`config.mk`:
```
export PLATFORM = sky130hd
export DESIGN_NAME = trig_multi
export DESIGN_NICKNAME = d
export VERILOG_FILES = /design/src/rtl/trig_multi.sv
export SDC_FILE = /design/constraint.sdc
export NUM_CORES = 1
export LEC_CHECK = 0
export CAP_MARGIN = 25
export CORE_UTILIZATION = 50
export DETAILED_ROUTE_END_ITERATION = 10
export PLACE_DENSITY = 0.76
export SLEW_MARGIN = 5
export SYNTH_ARGS = -nofsm -noshare
export SYNTH_HDL_FRONTEND = slang
export SYNTH_SLANG_ARGS = --single-unit
```
`constraint.sdc`:
```
create_clock -name clk -period 3.1 [get_ports clk]
set_input_delay 0.93 -clock clk [delete_from_list [all_inputs] [get_ports clk]]
set_output_delay 0.93 -clock clk [all_outputs]
set_load 0.01 [all_outputs]
```
`src/rtl/trig_multi.sv`:
```
// Oscilloscope trigger unit: selects one asynchronous channel, synchronises and
// glitch-filters it, detects the chosen edge and runs the arm/trigger/holdoff sequence.
module trig_multi #(
    parameter int NUM_CH      = 4,
    parameter int SYNC_STAGES = 2,
    parameter int FILT_CYCLES = 1,
    parameter int TMO_W       = 16,
    parameter int HOLD_W      = 16,
    localparam int SRC_W      = $clog2(NUM_CH)
) (
    input  logic              clk,
    input  logic              rst_n,
    input  logic [NUM_CH-1:0] trig_in,
    input  logic [SRC_W-1:0]  trig_src,
    input  logic [1:0]        trig_edge,
    input  logic              trig_en,
    input  logic              armed,
    input  logic              force_trig,
    input  logic              auto_en,
    input  logic [TMO_W-1:0]  auto_timeout,
    input  logic [HOLD_W-1:0] holdoff,
    input  logic              set_capture_done,
    output logic              triggered,
    output logic              trig_auto,
    output logic [1:0]        trig_state
);

    localparam int CNT_W = $clog2(FILT_CYCLES + 1);

    typedef enum logic [1:0] {
        S_IDLE  = 2'b00,
        S_ARMED = 2'b01,
        S_TRIG  = 2'b10,
        S_HOLD  = 2'b11
    } state_t;

    logic [SYNC_STAGES-1:0][NUM_CH-1:0] sync_q, sync_d;
    logic [SRC_W-1:0]  src_q;
    logic              filt_q, filt_d;
    logic              filt_dly_q, filt_dly_d;
    logic [CNT_W-1:0]  filt_cnt_q, filt_cnt_d;
    state_t            state_q, state_d;
    logic [TMO_W-1:0]  auto_cnt_q, auto_cnt_d;
    logic [HOLD_W-1:0] hold_cnt_q, hold_cnt_d;
    logic              trig_auto_q, trig_auto_d;
    logic              triggered_q;

    logic [SRC_W-1:0]  ch_sel;
    logic              sel;
    logic              src_chg;
    logic              edge_raw;
    logic              edge_hit;
    logic              auto_fire;

    // Out-of-range selects fall back to channel 0.
    assign ch_sel  = ({1'b0, trig_src} < (SRC_W+1)'(NUM_CH)) ? trig_src : '0;
    assign sel     = sync_q[SYNC_STAGES-1][ch_sel];
    assign src_chg = (trig_src != src_q);

    // NOTE: every signal written in a combinational block gets a default first, so no latch is inferred.
    always_comb begin
        sync_d     = {sync_q[SYNC_STAGES-2:0], trig_in};
        filt_d     = filt_q;
        filt_dly_d = filt_q;
        filt_cnt_d = filt_cnt_q;
        if (src_chg) begin
            // Preload both filter stages so the switch itself cannot look like an edge.
            filt_d     = sel;
            filt_dly_d = sel;
            filt_cnt_d = '0;
        end else if (sel == filt_q) begin
            filt_cnt_d = '0;
        end else if (filt_cnt_q == CNT_W'(FILT_CYCLES - 1)) begin
            filt_d     = sel;
            filt_cnt_d = '0;
        end else begin
            filt_cnt_d = filt_cnt_q + 1'b1;
        end
    end

    always_comb begin
        case (trig_edge)
            2'b01:   edge_raw = ~filt_q & filt_dly_q;
            2'b10:   edge_raw = filt_q ^ filt_dly_q;
            default: edge_raw = filt_q & ~filt_dly_q;
        endcase
        edge_hit = edge_raw & ~src_chg;
    end

    assign auto_fire = auto_en && (auto_timeout != '0) &&
                       (auto_cnt_q == auto_timeout - TMO_W'(1));

    always_comb begin
        state_d     = state_q;
        auto_cnt_d  = auto_cnt_q;
        hold_cnt_d  = hold_cnt_q;
        trig_auto_d = trig_auto_q;
        case (state_q)
            S_IDLE: begin
                if (trig_en && armed) begin
                    state_d    = S_ARMED;
                    auto_cnt_d = '0;
                end
            end
            S_ARMED: begin
                if (!trig_en || !armed) begin
                    state_d = S_IDLE;
                end else if (edge_hit) begin
                    state_d     = S_TRIG;
                    trig_auto_d = 1'b0;
                end else if (force_trig || auto_fire) begin
                    state_d     = S_TRIG;
                    trig_auto_d = 1'b1;
                end else if (auto_en && (auto_cnt_q != '1)) begin
                    auto_cnt_d = auto_cnt_q + TMO_W'(1);
                end
            end
            S_TRIG: begin
                // Capture in progress: only capture completion leaves this state.
                if (set_capture_done) begin
                    if (holdoff == '0) begin
                        state_d = S_IDLE;
                    end else begin
                        state_d    = S_HOLD;
                        hold_cnt_d = holdoff - HOLD_W'(1);
                    end
                end
            end
            S_HOLD: begin
                if (hold_cnt_q == '0) state_d = S_IDLE;
                else                  hold_cnt_d = hold_cnt_q - HOLD_W'(1);
            end
            default: state_d = S_IDLE;
        endcase
    end

    // NOTE: state registers use non-blocking assignments so every flop samples pre-edge values.
    always_ff @(posedge clk or negedge rst_n) begin
        if (!rst_n) begin
            sync_q      <= '0;
            src_q       <= '0;
            filt_q      <= 1'b0;
            filt_dly_q  <= 1'b0;
            filt_cnt_q  <= '0;
            state_q     <= S_IDLE;
            auto_cnt_q  <= '0;
            hold_cnt_q  <= '0;
            trig_auto_q <= 1'b0;
            triggered_q <= 1'b0;
        end else begin
            sync_q      <= sync_d;
            src_q       <= trig_src;
            filt_q      <= filt_d;
            filt_dly_q  <= filt_dly_d;
            filt_cnt_q  <= filt_cnt_d;
            state_q     <= state_d;
            auto_cnt_q  <= auto_cnt_d;
            hold_cnt_q  <= hold_cnt_d;
            trig_auto_q <= trig_auto_d;
            triggered_q <= (state_d == S_TRIG);
        end
    end

    assign triggered  = triggered_q;
    assign trig_auto  = trig_auto_q;
    assign trig_state = state_q;

endmodule

```
==> flow_summary.yaml <==
timing:
  min_period_ns: 3.17
  final_max_slew_viol_count: 0
  fin_ws_ns: -0.0701
  hold_slack_ns: 0.356
  max_freq_mhz: 315
  hold_viol: 0
  fin_crit_sh: 1.02
  rsz0062_at_grt: "yes"
  fin_worst_skew_ns: 0.0127
  tightest_slew_ns: 0.625
  setup_viol: 9
  slew-limit-headroom: 0.583
synthesis:
  synth_most_common_cell: "dfrtp_1"
  synth_edf_count: 0
  ys_seq_elements: 48
  synth-seq-area-share: 0.336
  synth_area_leader_cell: "dfrtp_1"
  netlist-cell-type-count: 67
  synth.area.top_cells: "dfrtp_1 (34%), mux2i_1 (8.1%), a21oi_1 (4.2%)"
  synth_warnings: 0
  synth_ff_type: "dfrtp_1"
  synth_top_area_share: 0.336
  netlist_area_sq_mm: 0.00357
  avgSynthCellArea_sq_um: 8.52
  synth_commonest_cells: "dfrtp_1 (48), nand2_1 (36), nor2_1 (32), a21oi_1 (30), mux2i_1 (29)"
  syn-num-nets: 474
  netlist_instances: 419
  async_flop_share: 1.00
placement:
  hpwl_microns: 7300
  place_congestion: 0.913
  placed_cells: 595
  placed_cell_area_sq_mm: 0.00451
  port_buffers: 50
final_layout:
  nets: 573
  drive_gt1_frac: 0.225
  antenna_cells: 0
  final_cells: 615
  fin_area_sq_mm: 0.00492
  syn_to_final_growth_pct: 37.9
  final_util: 0.721
critical_path:
  reg2regPathDepth: 9
  end_kind: "register"
  critPathSlowestCell: "or4_4"
  arrival_ns: 3.36
  path_delay_family: "simple AND/OR/NAND/NOR gates"
  crit_path_start_kind: "input pin"
  crit_chain: "buf_8 -> or4_4 -> nor2_4 -> a21oi_2 -> or4b_4 -> nor4_4 -> a31oi_1 -> buf_4 -> and2_4 -> a221o_1"
  criticalPathCategory: "input pin to register"
  worstPathMaxFanout: 7
  crit_buf_inv: 2
  cp.depth: 10
  critical-path-max-stage-delay_ns: 0.59
  worstPathRequired_ns: 3.29
clocking:
  ctsLongestPathBuffers: 2
  clk_latency_ns: 0.31
  cts_tree: "yes"
  htreeDepth: 2
  ctsHoldBuffers: 0
  cts_buffers: 5
  clkTransAtPathRegs_ns: 0.09
  root_buffer: "clkbuf_8"
  cts_sinks: 48
drt:
  ant_nets: 0
  drc: 0
  drtIter0Drc: 246
  num_vias: 3692
  first_pass_iters: 5
  wl_per_cell_microns: 16.8
  wirelength_microns: 10300
  viasPerCell: 6.00
global_route:
  grt_usage: 0.278
  grt-ovfl-total: 0
  grt_pass1_wl_microns: 16600
  grt_max_degree: 27
  antenna_found_initial: 0
  grt_pass1_vias: 3567
status:
  failed_checks: "negative setup slack"
  status: "complete, but fails checks"
floorplanning:
  fp.dieArea_sq_mm: 0.00748
  boundaryPins: 51
  coreArea_sq_mm: 0.00683
  die_h_microns: 86.5
  start_util: 0.523
  row_count: 30
  chipWidth_microns: 86.5
power_and_ir_drop:
  p_leak_nw: 2.20
  irDropWorstVdd_mv: 0.395
  p_per_area_mw_per_mm2: 499
min_path:
  min_path_cells: 0
  hp-class: "register to register"
job:
  max-cap-violations: 0
## sequential cells by signal, summed over array words and instances (netlist names)
register	cells
triggered	1
trig_auto	1
sync_q	4
sync_d	4
src_q	2
filt_dly_q	1
trig_state	2
filt_q	1
hold_cnt_q	16
auto_cnt_q	16
## where the power goes
part	total, mW	switching (mW)	internal (mW)
logic	0.964	0.501	0.462
clock network	0.553	0.228	0.325
registers	0.941	0.174	0.766
## worst register-to-register path: stages (launching register included)
cell	delay (ns)
dfrtp_1	0.60
and3b_1	0.23
o21ai_1	0.08
o311ai_1	0.08
or4b_4	0.50
nor4_4	0.28
a31oi_1	0.12
buf_4	0.20
and2_4	0.19
a221o_1	0.30
## placed cells by master (no fill, tap or decap), types with 4 or more instances in the layout
master,netlist,layout
nor2_1,32,32
nand2_1,36,36
nand2b_1,13,13
ha_1,8,7
and2_1,8,7
clkbuf_8,0,5
a21oi_1,30,29
clkdlybuf4s50_1,0,38
a31oi_1,6,5
nand4_1,5,5
o21ai_0,14,14
o32ai_1,10,10
xor2_1,12,11
nand3_1,14,10
buf_4,1,58
nor3_1,16,15
mux2i_1,29,29
xnor2_1,11,11
and3_1,19,19
dfrtp_1,48,48
buf_6,2,6
a211oi_2,0,4
inv_1,12,10
## logic make-up (layout without fill, tap and decap cells)
logic type,Yosys count,after routing,share of synthesized area
compound gates,102,102,0.191
xor+xnor,23,23,0.0564
fa+ha+maj,8,8,0.0280
buf+inv,36,136,0.0435
flops,48,48,0.336
mux,31,31,0.0908
simple gates,171,171,0.253
## per-layer routing
metal | vias up | global-route usage | wire, microns
met5 | - | 0 | 0
met4 | 0 | 0.0773 | 131
met3 | 14 | 0.0448 | 529
met2 | 135 | 0.483 | 5070
met1 | 1793 | 0.360 | 4590
li1 | 1750 | - | -
## final timing paths
| path | start | to | slack (ns) |
|---|---|---|---|
| worst min register to register | sync_d[4] | sync_q[4] | 0.36 |
| min in group asynchronous | rst_n | sync_d[7] | 0.63 |
| worst min-delay path | sync_d[4] | sync_q[4] | 0.36 |
| max in group asynchronous | rst_n | auto_cnt_q[9] | 1.84 |
| worst max register to register | auto_cnt_q[2] | auto_cnt_q[0] | 0.39 |
| worst max-delay path | auto_timeout[7] | auto_cnt_q[0] | -0.07 |
## what timing repair did
action | CTS | global route
buffers inserted | 9 | 2
gates resized for setup | 50 | 22
pin swaps | 14 | 16
cloned | 0 | 1
setup endpoints to repair | 20 | 19
## cell type report
type | instances | area [sq um]
inverter | 13 | 48.8
timing repair buffer | 115 | 1010
fill | 526 | 1910
sequential | 48 | 1200
tap | 96 | 120
multi-input combinational | 335 | 2410
clock inverter | 3 | 68.8
clock buffer | 5 | 68.8
## per-stage QoR
step	total power, mW	setup TNS (ns)	worst slack (ns)
6_report	2.46	-0.279	-0.0701
5_1_grt	2.60	-1.73	-0.141
4_1_cts	2.42	-0.150	-0.0813
3_5_place_dp	1.86	-13.07	-0.754
3_3_place_gp	1.81	-11.85	-0.694
2_1_floorplan	1.48	-0.0358	-0.0358
Power figures use the tool's default switching activity.
